## src/rtl/rename_alloc_ctrl.sv

```systemverilog
// rtl/rename_alloc_ctrl.sv - physical register free-bitmap allocator with flush recovery
//
// Owns the free bitmap of the physical register file (1 = free). Serves an
// all-or-nothing NUM_REQUESTS-wide dispatch group, takes retire frees, and
// restores squashed registers on flush followed by a short dispatch block.
//
// Ports:
//   clock, reset      clock; asynchronous active-low reset
//   disp_valid        per-slot allocation request
//   disp_ready        whole group accepted this cycle (from registered state)
//   alloc_valid/idx   registered per-slot grant, valid one cycle after fire
//   free_valid/idx    per-slot register release from retire
//   flush/flush_mask  squash pulse and registers returned to the pool
//   free_count        registered popcount of the free bitmap
//   dbl_free_err      sticky flag: freed a register that was already free
module rename_alloc_ctrl #(
  parameter int NUM_RESOURCES  = 64,
  parameter int NUM_REQUESTS   = 3,
  parameter int NUM_ARCH       = 32,
  parameter int RECOVER_CYCLES = 2,
  localparam int IDX_W = $clog2(NUM_RESOURCES),
  localparam int CNT_W = $clog2(NUM_RESOURCES + 1)
) (
  input  logic                            clock,
  input  logic                            reset,
  input  logic [NUM_REQUESTS-1:0]         disp_valid,
  output logic                            disp_ready,
  output logic [NUM_REQUESTS-1:0]         alloc_valid,
  output logic [NUM_REQUESTS*IDX_W-1:0]   alloc_idx,
  input  logic [NUM_REQUESTS-1:0]         free_valid,
  input  logic [NUM_REQUESTS*IDX_W-1:0]   free_idx,
  input  logic                            flush,
  input  logic [NUM_RESOURCES-1:0]        flush_mask,
  output logic [CNT_W-1:0]                free_count,
  output logic                            dbl_free_err
);

  localparam int RC_W = $clog2(RECOVER_CYCLES + 1);

  typedef enum logic {RUN, RECOVER} state_t;

  state_t                   state;
  logic [RC_W-1:0]          rec_cnt;
  logic [NUM_RESOURCES-1:0] fb;

  logic [CNT_W-1:0]         req_cnt;
  logic                     fire;
  logic [NUM_RESOURCES-1:0] avail;
  logic [NUM_RESOURCES-1:0] alloc_bits;
  logic [IDX_W-1:0]         sel_idx [NUM_REQUESTS];
  logic                     found;
  logic [NUM_RESOURCES-1:0] free_bits;
  logic                     dbl;
  logic [NUM_RESOURCES-1:0] fb_next;
  logic [CNT_W-1:0]         next_count;

  always_comb begin
    req_cnt = '0;
    for (int i = 0; i < NUM_REQUESTS; i++) begin
      req_cnt = req_cnt + CNT_W'(disp_valid[i]);
    end
  end

  // Ready looks only at registered free_count, so same-cycle frees never help.
  assign disp_ready = reset && (state == RUN) && !flush && (free_count >= req_cnt);
  assign fire       = disp_ready && (|disp_valid);

  // Each requesting slot, in ascending order, takes the lowest free register
  // not already claimed by an earlier slot.
  always_comb begin
    avail      = fb;
    alloc_bits = '0;
    found      = 1'b0;
    for (int s = 0; s < NUM_REQUESTS; s++) begin
      sel_idx[s] = '0;
      found      = 1'b0;
      if (disp_valid[s]) begin
        for (int r = 0; r < NUM_RESOURCES; r++) begin
          if (!found && avail[r]) begin
            sel_idx[s]    = IDX_W'(r);
            avail[r]      = 1'b0;
            alloc_bits[r] = 1'b1;
            found         = 1'b1;
          end
        end
      end
    end
  end

  // A free hitting a bit that is already free, or freed by an earlier slot
  // this same cycle, is a double free.
  always_comb begin
    free_bits = '0;
    dbl       = 1'b0;
    for (int i = 0; i < NUM_REQUESTS; i++) begin
      if (free_valid[i]) begin
        if (fb[free_idx[i*IDX_W +: IDX_W]] || free_bits[free_idx[i*IDX_W +: IDX_W]]) begin
          dbl = 1'b1;
        end
        free_bits[free_idx[i*IDX_W +: IDX_W]] = 1'b1;
      end
    end
  end

  always_comb begin
    fb_next = (fb | free_bits | (flush ? flush_mask : '0)) & ~(fire ? alloc_bits : '0);
    next_count = '0;
    for (int r = 0; r < NUM_RESOURCES; r++) begin
      next_count = next_count + CNT_W'(fb_next[r]);
    end
  end

  always_ff @(posedge clock or negedge reset) begin
    if (!reset) begin
      fb           <= {{(NUM_RESOURCES-NUM_ARCH){1'b1}}, {NUM_ARCH{1'b0}}};
      state        <= RUN;
      rec_cnt      <= '0;
      free_count   <= CNT_W'(NUM_RESOURCES - NUM_ARCH);
      alloc_valid  <= '0;
      alloc_idx    <= '0;
      dbl_free_err <= 1'b0;
    end else begin
      fb           <= fb_next;
      free_count   <= next_count;
      alloc_valid  <= fire ? disp_valid : '0;
      dbl_free_err <= dbl_free_err | dbl;
      for (int s = 0; s < NUM_REQUESTS; s++) begin
        alloc_idx[s*IDX_W +: IDX_W] <= (fire && disp_valid[s]) ? sel_idx[s] : '0;
      end
      if (flush) begin
        state   <= RECOVER;
        rec_cnt <= RC_W'(RECOVER_CYCLES);
      end else if (state == RECOVER) begin
        // Leaving on a count of 1 gives exactly RECOVER_CYCLES blocked cycles.
        if (rec_cnt <= RC_W'(1)) begin
          state <= RUN;
        end else begin
          rec_cnt <= rec_cnt - RC_W'(1);
        end
      end
    end
  end

endmodule

```

## config.mk

```make
export PLATFORM = sky130hd
export DESIGN_NAME = rename_alloc_ctrl
export DESIGN_NICKNAME = d
export VERILOG_FILES = /design/src/rtl/rename_alloc_ctrl.sv
export SDC_FILE = /design/constraint.sdc
export NUM_CORES = 1
export LEC_CHECK = 0
export ABC_CLOCK_PERIOD_IN_PS = 10400
export CAP_MARGIN = 15
export CELL_PAD_IN_SITES_DETAIL_PLACEMENT = 1
export CELL_PAD_IN_SITES_GLOBAL_PLACEMENT = 1
export CORE_MARGIN = 1
export CORE_UTILIZATION = 41
export DETAILED_ROUTE_END_ITERATION = 8
export PLACE_DENSITY = 0.92
export SETUP_SLACK_MARGIN = 0.15
export SLEW_MARGIN = 0
export SYNTH_ARGS = -nofsm -noshare
export SYNTH_HDL_FRONTEND = slang
export SYNTH_SLANG_ARGS = --single-unit
```

## constraint.sdc

```tcl
create_clock -name clock -period 10.4 [get_ports clock]
set_input_delay 1.56 -clock clock [delete_from_list [all_inputs] [get_ports clock]]
set_output_delay 1.56 -clock clock [all_outputs]
set_load 0.03 [all_outputs]
```

==> results of run 1 <==
-- Yosys cell counts, types with 17 or more instances --
cell,count
xnor2_1,22
o21ai_0,136
buf_1,21
o211ai_1,34
or4_1,17
nor3_1,62
mux2i_1,41
a21o_1,27
maj3_1,18
o22ai_1,87
clkbuf_1,178
a211oi_1,31
a31oi_1,36
or3_1,23
or2_2,20
fa_1,55
a22oi_1,22
ha_1,18
dfstp_2,33
mux4_2,26
nand4_1,32
nor2_1,246
nand3_1,83
nor4_1,27
nand2_1,230
nand2b_1,21
dfrtp_1,63
inv_1,139
a2111oi_0,40
nor2b_1,29
a21oi_1,167
o32ai_1,19
-- routing by layer --
layer | global-route usage, % | GRT overflow
met1 | 74.8 | 1
met2 | 88.7 | 21
met3 | 70.3 | 2
met4 | 70.9 | 43
met5 | 51.4 | 0
-- timing repair --
action / in CTS
pin swaps: 39
setup buffers: 12
cloned: 0
endpoints found under the setup margin: 7
gates resized for setup: 39
-- logic make-up after synthesis --
logic type | share of synthesized area, %
buffers and inverters | 8.10
AOI/OAI and AO/OA | 33.7
muxes | 6.80
DFF | 14.8
and+or+nand+nor | 25.4
xor gates and xnor gates | 1.86
adders and majority gates | 9.28
-- through the flow --
step | hold slack (ps) | cells | setup WS (ps) | utilization, %
2_1_floorplan | 472 | 2324 | 162 | -
3_3_place_gp | 469 | 3125 | -835 | 51.4
3_5_place_dp | 497 | 3125 | -1400 | 51.4
4_1_cts | 519 | 3153 | -487 | 52.7
==> results.json, run 1 <==
{
  "place_area_um2": 20400,
  "grt_pass1_vias": 30582,
  "htreeDepth": 3,
  "pin_count": 121,
  "hpwl_mm": 82.5,
  "grt-ovfl-total": 67,
  "cts_root_buffer": "clkbuf_16",
  "syn_nets": 2488,
  "ys_async_sr_fraction_pct": 100,
  "yosysUniqueCellTypes": 93,
  "port_buffers": 120,
  "grt_max_degree": 76,
  "netlist_area_um2": 16500,
  "haltStage": "5_1_grt",
  "yosys_register_bits": 96,
  "die_h_um": 202,
  "tool.error": "[ERROR GRT-0116] Global routing finished with congestion. Check the congestion regions in the DRC Viewer.",
  "yosysTopAreaCellShare_pct": 9.57,
  "ys_seq_area_share_pct": 14.8,
  "track_usage_pct": 76.6,
  "grt_first_pass_wirelength_mm": 226,
  "hold_buffers": 0,
  "clkSinkCount": 96,
  "synth_top_area_cell": "dfrtp_1",
  "ys.flop_type": "dfrtp_1",
  "die_x_um": 202,
  "rows": 73,
  "synth_enable_flop_cells": 0,
  "yosys_warnings": 0,
  "netlist_instances": 2324,
  "gp_congestion": 1.23,
  "clockBufferDepth": 2,
  "synth_area_leaders": "dfrtp_1, fa_1, nor2_1",
  "outcome": "stopped before the end",
  "postSynthAreaPerCell_um2": 7.09,
  "cts_buffers": 9,
  "start_util_pct": 41.6
}
==> run 2: changes to the inputs <==
==> config.mk (replaced) <==
export PLATFORM = sky130hd
export DESIGN_NAME = rename_alloc_ctrl
export DESIGN_NICKNAME = d
export VERILOG_FILES = /design/src/rtl/rename_alloc_ctrl.sv
export SDC_FILE = /design/constraint.sdc
export NUM_CORES = 1
export LEC_CHECK = 0
export ABC_CLOCK_PERIOD_IN_PS = 13500
export CAP_MARGIN = 15
export CORE_MARGIN = 1
export CORE_UTILIZATION = 30
export DETAILED_ROUTE_END_ITERATION = 8
export PLACE_DENSITY_LB_ADDON = 0.15
export SLEW_MARGIN = 0
export SYNTH_ARGS = -nofsm -noshare
export SYNTH_HDL_FRONTEND = slang
export SYNTH_SLANG_ARGS = --single-unit
==> constraint.sdc (replaced) <==
create_clock -name clock -period 13.5 [get_ports clock]
set_input_delay 2.025 -clock clock [delete_from_list [all_inputs] [get_ports clock]]
set_output_delay 2.025 -clock clock [all_outputs]
set_load 0.03 [all_outputs]
==> results.json, run 2 <==
{
  "outcome": "finished, final reports clean",
  "finalSetupTns_ps": 0,
  "synth_top_area_cell": "dfrtp_1",
  "antenna_found_initial": 1,
  "path_class": "in -> reg",
  "pin_count": 121,
  "grt_pass1_vias": 18920,
  "track_usage_pct": 34.4,
  "yosysMostFrequentCell": "nor2_1",
  "ys_async_sr_fraction_pct": 100,
  "endpoint_kind": "flop",
  "top_regs": "fb (64), alloc_idx (18), free_count (7)",
  "top_register": "fb",
  "yosys_warnings": 0,
  "synthToLayoutAreaGrowth_pct": 13.1,
  "hp-class": "reg -> reg",
  "final_nets": 2489,
  "synthMuxAreaShare_pct": 6.80,
  "drive_gt1_share_pct": 9.70,
  "first_pass_iters": 6,
  "wire_per_inst_um": 32.4,
  "synth_fa_ha_area_share_pct": 9.28,
  "min_period_over_period_pct": 90.8,
  "vias_per_cell": 6.71,
  "final_antenna_net_count": 0,
  "gp_congestion": 1.05,
  "max_stage_delay_ps": 720,
  "yosysTopAreaCellShare_pct": 9.57,
  "setup-violations-final": 0,
  "coreArea_um2": 54000,
  "die_x_um": 236,
  "port_buffers": 120,
  "synth_area_leaders": "dfrtp_1, fa_1, nor2_1",
  "netlist_area_um2": 16500,
  "reg2reg_from": "fb[19]$_DFF_PN0_",
  "yosysUniqueCellTypes": 93,
  "syn_nets": 2488,
  "powerDensity_nw_per_um2": 56.7,
  "p_leak_nw": 6.42,
  "postSynthAreaPerCell_um2": 7.09,
  "grt_max_degree": 52,
  "synth_compound_area_share_pct": 33.7,
  "mostFrequentLayoutCell": "nor2_1",
  "slew_headroom_pct": 25.1,
  "mostFrequentLayoutCells": "nor2_1, nand2_1, a21oi_1, inv_1, o21ai_0",
  "drt_iter0_drc": 2863,
  "clkSinkCount": 96,
  "drc": 0,
  "timing.fmax_mhz": 81.6,
  "min_to": "rec_cnt[1]$_DFFE_PN0P_",
  "critPathMaxFanout": 13,
  "ff2ff_path_depth": 31,
  "n_antenna_cell": 0,
  "clockBufferDepth": 2,
  "start_util_pct": 30.5,
  "slew_viol_final": 0,
  "synthSimpleGateAreaFrac_pct": 25.4,
  "htreeDepth": 3,
  "grt_first_pass_wirelength_mm": 140,
  "path_clk_slew_ps": 100,
  "die_h_um": 236,
  "netlist_instances": 2324,
  "rrSetupSlack_ps": 1950,
  "finalCriticalPeriod_ps": 12260,
  "netlist_top_cells_count": "nor2_1, nand2_1, clkbuf_1",
  "yosys_register_bits": 96,
  "hold_viol": 0,
  "worst_path_most_repeated_cell": "fa_1",
  "routed_wl_mm": 97.9,
  "maxCapViolCount": 0,
  "cts_buffers": 9,
  "cts_tree": "built",
  "synth_top_family_by_area": "compound AO/OA/AOI/OAI gates",
  "largest_reg_flops": 64,
  "worstMarginPinSlew_ps": 1120,
  "clk_latency_ps": 420,
  "critPathLaunchType": "input pin",
  "postCtsSetupBuffers": 0,
  "ys_seq_area_share_pct": 14.8,
  "finalClockSkew_ps": 14.9,
  "dr_total_vias": 20312,
  "cp_slowest_cell": "or4_4",
  "cts_root_buffer": "clkbuf_16",
  "ys.flop_type": "dfrtp_1",
  "synth_enable_flop_cells": 0,
  "post-route-util_pct": 34.5,
  "hold_buffers": 0,
  "min_path_cells": 1,
  "cts_resized": 0,
  "max-vdd-ir-drop_v": 0.0000629,
  "hpwl_mm": 78.0,
  "rows": 85,
  "grt-ovfl-total": 0,
  "arrival_ps": 12610,
  "rsz0062_at_grt": "false",
  "worst_ep_required_time_ps": 13850,
  "synthXorXnorAreaFrac_pct": 1.86,
  "crit_start": "disp_valid[0]",
  "hold_start": "rec_cnt[1]$_DFFE_PN0P_",
  "dieArea_um2": 55900,
  "rr_endpoint": "free_count[5]$_DFF_PN1_"
}
## run 2: cell counts after synthesis
Identical to the previous run, type by type.
## run 2: worst max path at each step
stage / endpoint / slack, ps / depth (start not counted)
after floorplan: free_count[5]$_DFF_PN1_ / 2230 / 31
after global placement: free_count[5]$_DFF_PN1_ / 1030 / 31
after detailed placement: free_count[5]$_DFF_PN1_ / 980 / 32
after CTS: free_count[5]$_DFF_PN1_ / 1380 / 32
after global routing: free_count[5]$_DFF_PN1_ / 780 / 32
final: free_count[5]$_DFF_PN1_ / 1240 / 32
## run 2: report_power, final
group	leakage (nW)	internal, mW	total (mW)	switching [mW]
sequential	1.04	0.307	0.326	0.0189
combinational	5.22	0.152	0.404	0.252
clock	0.158	0.151	0.326	0.175
total	6.42	0.611	1.06	0.445
## run 2: worst max-delay path: cells and delay by family
kind	cells	cell delay, ps
adders and majority gates	9	4330
AOI/OAI and AO/OA	10	2610
and+or+nand+nor	7	2910
buffers and inverters	5	530
xor gates and xnor gates	1	170
## run 2: cell families after synthesis
logic type / count (synthesis)
simple gates: 860
compound gates: 814
buf+inv: 348
flops: 96
fa+ha+maj: 93
mux: 78
xor+xnor: 35
## run 2: per-layer routing
layer / part of all wire [%] / global-route usage, % / vias to the layer above
met5: 0 / 0 / -
met3: 9.2 / 6.32 / 246
met4: 6.5 / 19.6 / 0
met2: 41 / 49.0 / 1376
met1: 43 / 48.3 / 9937
li1: - / - / 8753
## run 2: layout make-up
cell class | instances | area (µm²)
repair buffers | 197 | 1750
clock buffers | 9 | 225
fillers | 5890 | 35400
flip-flops and latches | 96 | 2440
multi-input cells | 1880 | 12700
inverters | 141 | 529
well taps | 696 | 871
clock inverters | 7 | 97.6
## run 2: metrics by stage
| stage | hold WS, ps | total power [mW] | setup slack [ps] | instance area (µm²) | cells |
|---|---|---|---|---|---|
| after floorplan | 472 | 0.560 | 2230 | 16500 | 2324 |
| after global placement | 486 | 0.730 | 1030 | 18300 | 3010 |
| after detailed placement | 491 | 0.731 | 985 | 18300 | 3010 |
| after CTS | 513 | 1.06 | 1380 | 18600 | 3026 |
| after global routing | 571 | 1.10 | 775 | 18600 | 3026 |
| final | 511 | 1.06 | 1240 | 18600 | 3026 |
(Power assumes the default switching activity.)
==> run 3: changes to the inputs <==
--- a/config.mk
+++ b/config.mk
@@ -10,7 +10,7 @@
 export CORE_MARGIN = 1
 export CORE_UTILIZATION = 30
 export DETAILED_ROUTE_END_ITERATION = 8
-export PLACE_DENSITY_LB_ADDON = 0.15
+export HOLD_SLACK_MARGIN = 0.08
 export SLEW_MARGIN = 0
 export SYNTH_ARGS = -nofsm -noshare
 export SYNTH_HDL_FRONTEND = slang
==> results.json, run 3 (synthesis results as in run 2) <==
{
  "outcome": "finished, final reports clean",
  "post-route-util_pct": 34.3,
  "clockBufferDepth": 2,
  "gp_congestion": 1.04,
  "top_usage_layer": "met2",
  "vias_per_cell": 6.76,
  "final_antenna_net_count": 0,
  "cts_tree": "built",
  "cpLargestDelayFamily": "adder cells",
  "drive_gt1_share_pct": 9.35,
  "rows": 85,
  "hold_buffers": 0,
  "synthToLayoutAreaGrowth_pct": 12.6,
  "mostFrequentLayoutCell": "nor2_1",
  "worst_path_most_repeated_cell": "fa_1",
  "endpoint_kind": "flop",
  "grt_first_pass_wirelength_mm": 134,
  "path_clk_slew_ps": 90,
  "htreeDepth": 3,
  "dp.cells": 3002,
  "final_nets": 2481,
  "max_stage_delay_ps": 710,
  "timing.fmax_mhz": 78.4,
  "setup-violations-final": 0,
  "drt_iter0_drc": 3013,
  "final-instance-count-excl-fill": 3019,
  "max-vdd-ir-drop_v": 0.0000657,
  "track_usage_pct": 32.5,
  "min_path_cells": 1,
  "worstMarginPinSlew_ps": 1040,
  "pin_count": 121,
  "drc": 0,
  "critPathBufInv": 6,
  "first_pass_iters": 7,
  "grt_pass1_vias": 19078,
  "die_x_um": 236,
  "cts_resized": 0,
  "maxCapViolCount": 0,
  "cp_slowest_cell": "or4_4",
  "hpwl_mm": 73.8,
  "holdWs_ps": 504,
  "die_h_um": 236,
  "path_class": "in -> reg",
  "largest_reg_flops": 64,
  "critPathMaxFanout": 32,
  "grt_util_met2_pct": 47.7,
  "cts_root_buffer": "clkbuf_16",
  "finalClockSkew_ps": 16.8,
  "powerDensity_nw_per_um2": 54.4,
  "grt-ovfl-total": 0,
  "start_util_pct": 30.5,
  "slew_viol_final": 0,
  "clkSinkCount": 96,
  "slew_headroom_pct": 28.7,
  "p_leak_nw": 6.36,
  "min_period_over_period_pct": 94.5,
  "grt.met3_usage_pct": 5.55,
  "crit_cells": 32,
  "grt_use_met1_pct": 43.8,
  "worst_ep_required_time_ps": 13820,
  "rsz0062_at_grt": "false",
  "hp-class": "reg -> reg",
  "ff2ff_path_depth": 30,
  "dieArea_um2": 55900,
  "mostFrequentLayoutCells": "nor2_1, nand2_1, a21oi_1, inv_1, o21ai_0",
  "arrival_ps": 13080,
  "finalSetupTns_ps": 0,
  "finalCriticalPeriod_ps": 12760,
  "total_power_mw": 1.01,
  "cts_buffers": 9,
  "rrSetupSlack_ps": 1920,
  "routed_wl_mm": 92.7,
  "wire_per_inst_um": 30.7,
  "top_regs": "fb (64), alloc_idx (18), free_count (7)",
  "antenna_found_initial": 2,
  "top_register": "fb",
  "clk_latency_ps": 400,
  "coreArea_um2": 54000,
  "dr_total_vias": 20409,
  "hold_viol": 0,
  "critPathLaunchType": "input pin",
  "postCtsSetupBuffers": 0,
  "port_buffers": 120,
  "grt_max_degree": 47
}
-- run 3: metrics by stage --
stage               cell area (µm²)  setup slack [ps]
finish                        18600               744
global placement              18300               596
floorplan                     16500              2230
CTS                           18600               858
detailed placement            18300               463
global route                  18600               294
-- run 3: where the power goes --
| part | leakage [nW] | switching [mW] | internal [mW] |
|---|---|---|---|
| logic | 5.18 | 0.247 | 0.151 |
| registers | 1.04 | 0.0186 | 0.307 |
| clock network | 0.144 | 0.154 | 0.132 |
| total | 6.36 | 0.419 | 0.590 |
-- run 3: final cells by class --
class	instances	area, µm²
fillers	5794	35500
inverters	141	529
clock inverters	7	72.6
clock buffers	9	225
repair buffers	189	1690
multi-input cells	1880	12700
flip-flops and latches	96	2440
diodes	1	2.50
well taps	696	871
-- run 3: path summary, 6_finish.rpt --
check                                           to                    from
setup / recovery           free_count[5]$_DFF_PN1_           disp_valid[0]
hold reg to reg             dbl_free_err$_DFF_PN0_  dbl_free_err$_DFF_PN0_
setup reg to reg           free_count[5]$_DFF_PN1_         fb[1]$_DFF_PN0_
hold / removal              dbl_free_err$_DFF_PN0_  dbl_free_err$_DFF_PN0_
min in group asynchronous   alloc_idx[6]$_DFF_PN0_                   reset
max in group asynchronous  free_count[5]$_DFF_PN1_                   reset
-- run 3: per-layer routing --
| metal | wire length (µm) | part of all wire, % | up-vias |
|---|---|---|---|
| li1 | - | - | 8730 |
| met1 | 37600 | 41 | 9757 |
| met2 | 38700 | 42 | 1594 |
| met3 | 9520 | 10 | 326 |
| met4 | 6890 | 7.4 | 2 |
| met5 | 13 | 0.014 | - |
